### src/rtl/condicionador_botoes_if.sv
// Bundle of signals between the raw push-buttons, the conditioner and the
// memory-game top level. The conditioner drives the master side; whoever
// consumes the clean buttons and supplies the raw levels uses the slave side.
interface condicionador_botoes_if;

    logic [3:0] botoes_brutos;
    logic [3:0] botoes;
    logic [3:0] jogada;
    logic       tem_jogada;
    logic       db_invalida;
    logic [3:0] db_estado;

    modport master (
        input  botoes_brutos,
        output botoes,
        output jogada,
        output tem_jogada,
        output db_invalida,
        output db_estado
    );

    modport slave (
        output botoes_brutos,
        input  botoes,
        input  jogada,
        input  tem_jogada,
        input  db_invalida,
        input  db_estado
    );

endinterface

### src/rtl/condicionador_botoes.sv
// Button conditioner for the memory game: two-flop synchronizer, whole-vector
// debouncer and a small Moore FSM that emits one strobe per single-button
// press, rejects multi-button presses and waits for full release in between.
module condicionador_botoes #(
    parameter int DEBOUNCE_CICLOS = 50000
) (
    input  logic                         clock,
    input  logic                         reset,
    condicionador_botoes_if.master       bus
);

    // Counter wide enough to hold DEBOUNCE_CICLOS-1, never narrower than one bit.
    localparam int CW = (DEBOUNCE_CICLOS > 1) ? $clog2(DEBOUNCE_CICLOS) : 1;
    localparam logic [CW-1:0] CNT_MAX = CW'(DEBOUNCE_CICLOS - 1);

    typedef enum logic [3:0] {
        OCIOSO        = 4'd0,
        VALIDA        = 4'd1,
        INVALIDA      = 4'd2,
        ESPERA_SOLTAR = 4'd3
    } estado_t;

    logic [3:0]    s1_q, s1_d;
    logic [3:0]    s2_q, s2_d;
    logic [3:0]    candidato_q, candidato_d;
    logic [CW-1:0] cnt_q, cnt_d;
    logic [3:0]    estavel_q, estavel_d;
    estado_t       estado_q, estado_d;
    logic [3:0]    jogada_q, jogada_d;
    logic          invalida_q, invalida_d;

    // True when exactly one button of the vector is pressed.
    function automatic logic um_botao(input logic [3:0] v);
        return (v != 4'b0000) && ((v & (v - 4'd1)) == 4'b0000);
    endfunction

    // Synchronizer stages simply shift the raw levels in.
    always_comb begin
        s1_d = bus.botoes_brutos;
        s2_d = s1_q;
    end

    // Debouncer: any change restarts the count; a value that survives the full
    // window becomes the stable vector, and the counter saturates there.
    always_comb begin
        candidato_d = candidato_q;
        cnt_d       = cnt_q;
        estavel_d   = estavel_q;
        if (s2_q != candidato_q) begin
            candidato_d = s2_q;
            cnt_d       = '0;
        end else if (cnt_q == CNT_MAX) begin
            estavel_d   = candidato_q;
        end else begin
            cnt_d       = cnt_q + 1'b1;
        end
    end

    // Press classification: one strobe per single-button press, an error flag
    // for multi-button presses, and nothing new until every button is released.
    always_comb begin
        estado_d   = estado_q;
        jogada_d   = jogada_q;
        invalida_d = invalida_q;
        case (estado_q)
            OCIOSO: begin
                if (estavel_q != 4'b0000) begin
                    if (um_botao(estavel_q)) begin
                        estado_d = VALIDA;
                        jogada_d = estavel_q;
                    end else begin
                        estado_d   = INVALIDA;
                        invalida_d = 1'b1;
                    end
                end
            end
            VALIDA: begin
                estado_d = ESPERA_SOLTAR;
            end
            INVALIDA: begin
                estado_d = ESPERA_SOLTAR;
            end
            ESPERA_SOLTAR: begin
                if (estavel_q == 4'b0000) begin
                    estado_d   = OCIOSO;
                    invalida_d = 1'b0;
                end
            end
            default: begin
                estado_d   = OCIOSO;
                invalida_d = 1'b0;
            end
        endcase
    end

    // All state registers, cleared together by the synchronous reset.
    always_ff @(posedge clock) begin
        if (reset) begin
            s1_q        <= 4'b0000;
            s2_q        <= 4'b0000;
            candidato_q <= 4'b0000;
            cnt_q       <= '0;
            estavel_q   <= 4'b0000;
            estado_q    <= OCIOSO;
            jogada_q    <= 4'b0000;
            invalida_q  <= 1'b0;
        end else begin
            s1_q        <= s1_d;
            s2_q        <= s2_d;
            candidato_q <= candidato_d;
            cnt_q       <= cnt_d;
            estavel_q   <= estavel_d;
            estado_q    <= estado_d;
            jogada_q    <= jogada_d;
            invalida_q  <= invalida_d;
        end
    end

    assign bus.botoes      = estavel_q;
    assign bus.jogada      = jogada_q;
    assign bus.tem_jogada  = (estado_q == VALIDA);
    assign bus.db_invalida = invalida_q;
    assign bus.db_estado   = estado_q;

endmodule

### src/flat_wrapper.sv
// flat-port wrapper written by rule: the top's interface ports become plain ports
module condicionador_botoes_flat 
#(
    parameter int DEBOUNCE_CICLOS = 50000
)
  (clock, reset, bus_botoes_brutos, bus_botoes, bus_jogada, bus_tem_jogada, bus_db_invalida, bus_db_estado);
  condicionador_botoes_if bus_i ();
  input  logic clock;
  input  logic reset;
  input wire logic [$bits(bus_i.botoes_brutos)-1:0] bus_botoes_brutos;
  output wire logic [$bits(bus_i.botoes)-1:0] bus_botoes;
  output wire logic [$bits(bus_i.jogada)-1:0] bus_jogada;
  output wire logic [$bits(bus_i.tem_jogada)-1:0] bus_tem_jogada;
  output wire logic [$bits(bus_i.db_invalida)-1:0] bus_db_invalida;
  output wire logic [$bits(bus_i.db_estado)-1:0] bus_db_estado;
  assign bus_i.botoes_brutos = bus_botoes_brutos;
  assign bus_botoes = bus_i.botoes;
  assign bus_jogada = bus_i.jogada;
  assign bus_tem_jogada = bus_i.tem_jogada;
  assign bus_db_invalida = bus_i.db_invalida;
  assign bus_db_estado = bus_i.db_estado;
  condicionador_botoes #(.DEBOUNCE_CICLOS(DEBOUNCE_CICLOS)) u_core (.clock(clock), .reset(reset), .bus(bus_i));
endmodule
### config.mk
export PLATFORM = sky130hd
export DESIGN_NAME = condicionador_botoes_flat
export DESIGN_NICKNAME = d
export VERILOG_FILES = /design/src/rtl/condicionador_botoes_if.sv /design/src/rtl/condicionador_botoes.sv /design/src/flat_wrapper.sv
export SDC_FILE = /design/constraint.sdc
export NUM_CORES = 1
export LEC_CHECK = 0
export CORE_ASPECT_RATIO = 1.2
export CORE_UTILIZATION = 53
export DETAILED_ROUTE_END_ITERATION = 8
export GPL_TIMING_DRIVEN = 0
export PLACE_DENSITY = 0.76
export SYNTH_ARGS = -nofsm -noshare
export SYNTH_HDL_FRONTEND = slang
export SYNTH_SLANG_ARGS = --single-unit
export TNS_END_PERCENT = 20
### constraint.sdc
create_clock -name clock -period 3.77 [get_ports clock]
set_clock_uncertainty 0.15 [all_clocks]
set_input_delay 0.5655 -clock clock [delete_from_list [all_inputs] [get_ports clock]]
set_output_delay 0.5655 -clock clock [all_outputs]
set_load 0.02 [all_outputs]
==> summary.md, run 1 <==
| Metric | Value |
|---|---|
| Post-synth top area cell | dfxtp_1 |
| Finished Layout Cells | 269 |
| Post-CTS sizing | 0 |
| Largest net degree at the start of global routing | 11 |
| H-tree Lvls | 2 |
| Vias/cell | 5.680 |
| Share of layout cells above drive strength 1 | 5.150% |
| VDD IR max | 0.0002893 V |
| Dpl ws | 1.640 ns |
| R2R depth | 5 |
| IO Port Bufs | 17 |
| Max_slew headroom | 66.92% |
| Setup TNS | 0 ns |
| Worst Setup End Kind | output port |
| Initial antenna violation count | 0 |
| DRC viols | 0 |
| Gpl congestion | 0.8131 |
| FMAX | 443.0 MHz |
| HP Start | u_core.s1_q[0] |
| Dpl cell area | 2002 µm² |
| Global-route wire length before repair | 6037 µm |
| Leading cell type in the layout, fill and taps excluded | dfxtp_1 |
| Leak | 0.7141 nW |
| Cell variety after synth | 35 |
| Power Total | 0.7662 mW |
| Setup Fix Bufs, Post-CTS | 0 |
| Avg Cell Area, Syn | 8.531 µm² |
| Drt initial violations | 58 |
| Flop2flop setup slack | 1.82 ns |
| Hpwl dp | 2572 µm |
| Die Ht | 65.54 µm |
| CTS root buf | clkbuf_4 |
| Most frequent cells in the layout | 39 x dfxtp_1, 23 x nor2_1, 17 x clkdlybuf4s50_1, 14 x nor2b_1, 14 x o21ai_0 |
| Num CTS Buffers | 5 |
| Total GRT Usage | 23.39% |
| Yosys top cell area share | 43.79% |
| Final #Nets | 244 |
| Worst Max-Slew Pin Slew | 0.4917 ns |
| Worst Setup Start Kind | register |
| Status | completed |
| Fin area | 2043 µm² |
| Number of diodes | 0 |
| CTS clk-pin slew, worst paths | 0.10 ns |
| DIE WIDTH | 54.95 µm |
| CTS Sinks | 39 |
| Crit Path Category | register to output port |
| Post-synthesis register bit count | 39 |
| Minimum clock period | 2.258 ns |
| Grt ovf | 0 |
| Max-cap violation count | 0 |
| Worst R2R Start | u_core.cnt_q[0] |
| Detailed-router iteration count before antenna repair | 4 |
| Ranking of synthesized cells by area | dfxtp_1 44%, nor2b_1 4.9%, xnor2_1 4.9% |
| Hold-fix buffers, CTS | 0 |
| Clock Path Buffers | 2 |
| Hold Crit Depth | 1 |
| Core Rows | 22 |
| Synthesized instance count | 209 |
| Die ar. | 3601 µm² |
| Synth Warn # | 0 |
| Post-route ant nets | 0 |
| Post-route setup slack | 1.512 ns |
| I/O pin count | 20 |
| Hold Path End | u_core.s2_q[0] |
| R2R Path End | u_core.cnt_q[2] |
| Inst Count DP | 263 |
| Final Setup Violations | 0 |
| Post-Syn Area | 1783 µm² |
| Clock latency on the worst-skew pair | 0.35 ns |
| Register area share after synthesis | 43.79% |
| CTS tree | built |
| Drt wl/cell | 12.94 µm |
| Worst hold path class | register to register |
| Crit share post-route | 59.88% |
| Vias | 1528 |
| RSZ-0062 raised after global routing | no |
| Power Dens Cells | 375.0 nW/µm² |
| Starting Density | 56.82% |
| Vias in the first global route | 1414 |
| Required @ worst endpoint | 3.05 ns |
| Critical path arrival | 1.54 ns |
| Crit Path Max Fanout | 4 |
| Final wirelength | 3481 µm |
| Final Hold Viols | 0 |
| Slew Limit Fails | 0 |
| Synth-to-layout area growth | 14.60% |
| Core footprint | 3138 µm² |
[power by group]
group | internal [mW] | switching, mW
logic | 0.0595 | 0.0810
registers | 0.425 | 0.0113
clock network | 0.0663 | 0.123
[per-layer routing]
| metal | wire (µm) | part of all wire, % | GRT usage, % | vias up |
|---|---|---|---|---|
| met5 | 0 | 0 | 0 | - |
| met4 | 61 | 1.8 | 9.375 | 0 |
| met3 | 128 | 3.7 | 6.944 | 6 |
| met2 | 1780 | 51 | 40.81 | 30 |
| met1 | 1511 | 43 | 25.25 | 716 |
| li1 | - | - | - | 776 |
[worst max path at each step]
stage	startpoint	endpoint	cells after the start
6_report	u_core.bus.db_estado[1]	bus_tem_jogada	3
5_1_grt	u_core.bus.db_estado[0]	bus_tem_jogada	2
4_1_cts	u_core.bus.db_estado[1]	bus_tem_jogada	3
3_5_place_dp	reset	u_core.cnt_q[6]	5
3_3_place_gp	reset	u_core.cnt_q[12]	5
2_1_floorplan	u_core.cnt_q[0]	u_core.cnt_q[2]	5
[final cells by class]
| type | instances | area [µm²] |
|---|---|---|
| Inverter | 4 | 15.01 |
| Buffer | 13 | 61.31 |
| Tap cell | 36 | 45.04 |
| Clock buffer | 6 | 41.29 |
| Timing Repair Buffer | 17 | 170.2 |
| Sequential cell | 39 | 780.7 |
| Multi-Input combinational cell | 154 | 929.6 |
| Fill cell | 266 | 1095 |
[cell usage after synthesis, drive strengths merged]
master and count:
a211oi 1, a21oi 11, a22oi 1, a32oi 2
and3 4, and4 4, and4b 1, buf 4
clkbuf 9, conb 1, dfxtp 39, ha 4
inv 4, maj3 1, nand2 11, nand2b 1
nand3 14, nand4 9, nor2 23, nor2b 14
nor3 6, nor3b 2, nor4 4, o211a 1
o21ai 14, o21bai 1, o31ai 1, or3 5
or4 1, xnor2 10, xor2 6
[per-stage QoR]
stage               hold WS [ns]  utilization, %
CTS                       0.2979           65.11
floorplan                 0.2638               -
global placement          0.2673           63.80
global route              0.3203           65.11
detailed placement        0.2739           63.80
finish                    0.2922           65.11
[state kept, by name, summed over array words and instances (netlist names)]
signal                  flops
u_core.candidato_q          4
u_core.bus.botoes           4
u_core.bus.db_invalida      1
u_core.s1_q                 4
u_core.bus.jogada           4
u_core.cnt_q               16
u_core.bus.db_estado        2
u_core.s2_q                 4
[worst max-delay path, cell delays in order, from the launching register on]
cell             delay [ns]
dfxtp_1                0.40
inv_1                  0.08
ha_1                   0.18
clkdlybuf4s50_1        0.54
[kinds of logic after synthesis]
group	share of synthesized area [%]
adder cells (fa/ha/maj)	3.369
flip-flops	43.79
other	0.2103
AND/OR/NAND/NOR	30.25
AO/OA/AOI/OAI	10.25
buffers and inverters	4.280
XOR/XNOR	7.859
Power figures use the tool's default switching activity.
==> inputs of run 2 (changes only) <==
Clock period 3.77 ns to 2.1 ns, I/O delays scaled along.
==> run 2 against run 1 <==
Effect of this change: hold slack about the same; first-iteration DRC count grew 1.7%; sequential cell count unchanged; highest routed layer unchanged.
==> summary.md, run 2 (synthesized netlist as in run 1, its figures left out) <==
| Metric | Value |
|---|---|
| Detailed-router iteration count before antenna repair | 6 (was 4) |
| Die Ht | 65.54 µm (unchanged) |
| Leading cell type in the layout, fill and taps excluded | dfxtp_1 (unchanged) |
| R2R Path End | u_core.cnt_q[2] (unchanged) |
| DIE WIDTH | 54.95 µm (unchanged) |
| Status | completed (unchanged) |
| Total GRT Usage | 23.39% (unchanged) |
| Worst Setup Start Kind | register (unchanged) |
| Setup TNS | 0 ns (unchanged) |
| Max_slew headroom | 66.92% (about the same) |
| Critical path arrival | 2.03 ns (was 1.54 ns) |
| Most frequent cells in the layout | 39 x dfxtp_1, 23 x nor2_1, 16 x clkdlybuf4s50_1, 14 x nor2b_1, 14 x o21ai_0 (was 39 x dfxtp_1, 23 x nor2_1, 17 x clkdlybuf4s50_1, 14 x nor2b_1, 14 x o21ai_0) |
| CTS clk-pin slew, worst paths | 0.10 ns (about the same) |
| Clock latency on the worst-skew pair | 0.35 ns (about the same) |
| Psw | 0.3867 mW (was 0.2154 mW) |
| DRC viols | 0 (unchanged) |
| Number of diodes | 0 (unchanged) |
| Crit share post-route | 90.93% |
| Worst Setup SP | u_core.cnt_q[0] (was u_core.bus.db_estado[1]) |
| VDD IR max | 0.0005228 V (was 0.0002893 V) |
| Grt ovf | 0 (unchanged) |
| Share of layout cells above drive strength 1 | 5.579% (was 5.150%) |
| Fillers | 266 (unchanged) |
| H-tree Lvls | 2 (unchanged) |
| Synth-to-layout area growth | 14.88% (was 14.60%) |
| Hold-fix buffers, CTS | 0 (unchanged) |
| Final Hold Viols | 0 (unchanged) |
| Number of flip-flops in the largest register | 16 (unchanged) |
| Combinational Power Share | 18.3% (about the same) |
| CTS Sinks | 39 (unchanged) |
| Power Dens Cells | 671.0 nW/µm² (was 375.0 nW/µm²) |
| Fin area | 2048 µm² (was 2043 µm²) |
| Clock power share | 24.7% (about the same) |
| Worst R2R Start | u_core.cnt_q[0] (unchanged) |
| Largest net degree at the start of global routing | 11 (unchanged) |
| Drt initial violations | 59 (was 58) |
| CTS tree | built (unchanged) |
| Initial antenna violation count | 0 (unchanged) |
| IO Port Bufs | 17 (unchanged) |
| Clock Path Buffers | 2 (unchanged) |
| Inst Count DP | 263 (unchanged) |
| Biggest register | u_core.cnt_q (unchanged) |
| Core Rows | 22 (unchanged) |
| RSZ-0062 raised after global routing | no (unchanged) |
| Core footprint | 3138 µm² (unchanged) |
| Worst hold path class | register to register (unchanged) |
| CTS root buf | clkbuf_4 (unchanged) |
| Worst Setup End Kind | register (was output port) |
| Vias | 1517 (was 1528) |
| Global-route wire length before repair | 6037 µm (unchanged) |
| Hold Crit Depth | 1 (unchanged) |
| Worst Max-Slew Pin Slew | 0.4917 ns (about the same) |
| R2R depth | 5 (unchanged) |
| Required @ worst endpoint | 2.22 ns (was 3.05 ns) |
| Gpl congestion | 0.8131 (unchanged) |
| Power Total | 1.374 mW (was 0.7662 mW) |
| HP Start | u_core.s1_q[0] (unchanged) |
| Flop2flop setup slack | 0.19 ns (was 1.82 ns) |
| Final #Nets | 244 (unchanged) |
| Net Sw Frac | 28.13% (was 28.11%) |
| Minimum clock period | 1.910 ns |
| Final wirelength | 3478 µm (was 3481 µm) |
| Reg power frac | 57.0% (was 56.9%) |
| Final design utilization | 65.27% (was 65.11%) |
| Slew Limit Fails | 0 (unchanged) |
| Hold Path End | u_core.s2_q[0] (unchanged) |
| Crit Path Category | register to register (was register to output port) |
| Leak | 0.7277 nW (was 0.7141 nW) |
| Post-route ant nets | 0 (unchanged) |
| Starting Density | 56.82% (unchanged) |
| Finished Layout Cells | 269 (unchanged) |
| Final Setup Violations | 0 (unchanged) |
| Hpwl dp | 2572 µm (unchanged) |
| Vias/cell | 5.639 (was 5.680) |
| Vias in the first global route | 1414 (unchanged) |
| Die ar. | 3601 µm² (unchanged) |
| Crit Path Max Fanout | 8 (was 4) |
| Drt wl/cell | 12.93 µm (was 12.94 µm) |
| Max-cap violation count | 0 (unchanged) |
| Dpl cell area | 2002 µm² (unchanged) |
| Num CTS Buffers | 5 (unchanged) |
| Internal power | 0.9877 mW (was 0.5508 mW) |
| I/O pin count | 20 (unchanged) |
| FMAX | 523.7 MHz |
==> run 2: power by group through the flow <==
| stage | sequential (mW) | combinational [mW] | clock (mW) |
|---|---|---|---|
| after global placement | 0.798 | 0.237 | 0 |
| after floorplan | 0.810 | 0.161 | 0 |
| after global routing | 0.788 | 0.282 | 0.384 |
| final | 0.784 | 0.251 | 0.339 |
| after detailed placement | 0.801 | 0.250 | 0 |
| after CTS | 0.784 | 0.251 | 0.353 |
==> run 2: worst max-delay path: stages, from the launching register on <==
cell	delay (ns)
dfxtp_1	0.41
ha_2	0.25
and4b_1	0.26
nand4_1	0.29
and3_2	0.33
nor3_1	0.15
==> run 2: layout make-up <==
class,instances,area (µm²),share of cell area (%)
flip-flops and latches,39,780.7,38.12
inverters,4,15.01,0.7330
well taps,36,45.04,2.199
repair buffers,17,172.7,8.430
multi-input cells,154,932.1,45.51
clock buffers,6,41.29,2.016
plain buffers,13,61.31,2.993
==> run 2: layer usage <==
metal | track usage (%) | wire [µm]
met1 | 25.25 | 1492
met2 | 40.81 | 1783
met3 | 6.944 | 141
met4 | 9.375 | 61
met5 | 0 | 0
==> run 2: metrics by stage <==
| stage | setup WS, ns | hold WS (ns) |
|---|---|---|
| 6_report | 0.1904 | 0.2925 |
| 5_1_grt | 0.02013 | 0.3203 |
| 4_1_cts | 0.06463 | 0.2979 |
| 3_5_place_dp | 0.1981 | 0.2739 |
| 3_3_place_gp | 0.2192 | 0.2673 |
| 2_1_floorplan | 0.4758 | 0.2366 |
==> run 2: worst max path at each step <==
| stage | end | cells after the start | slack (ns) |
|---|---|---|---|
| 6_report | u_core.cnt_q[2] | 5 | 0.19 |
| 5_1_grt | u_core.cnt_q[2] | 5 | 0.02 |
| 4_1_cts | bus_tem_jogada | 3 | 0.06 |
| 3_5_place_dp | u_core.cnt_q[2] | 5 | 0.20 |
| 3_3_place_gp | u_core.cnt_q[12] | 5 | 0.22 |
| 2_1_floorplan | u_core.cnt_q[2] | 5 | 0.48 |
==> run 2: what timing repair did <==
| item | CTS | global route |
|---|---|---|
| setup buffers | 0 | 0 |
| resized for setup | 0 | 2 |
| endpoints found under the setup margin | 0 | 2 |
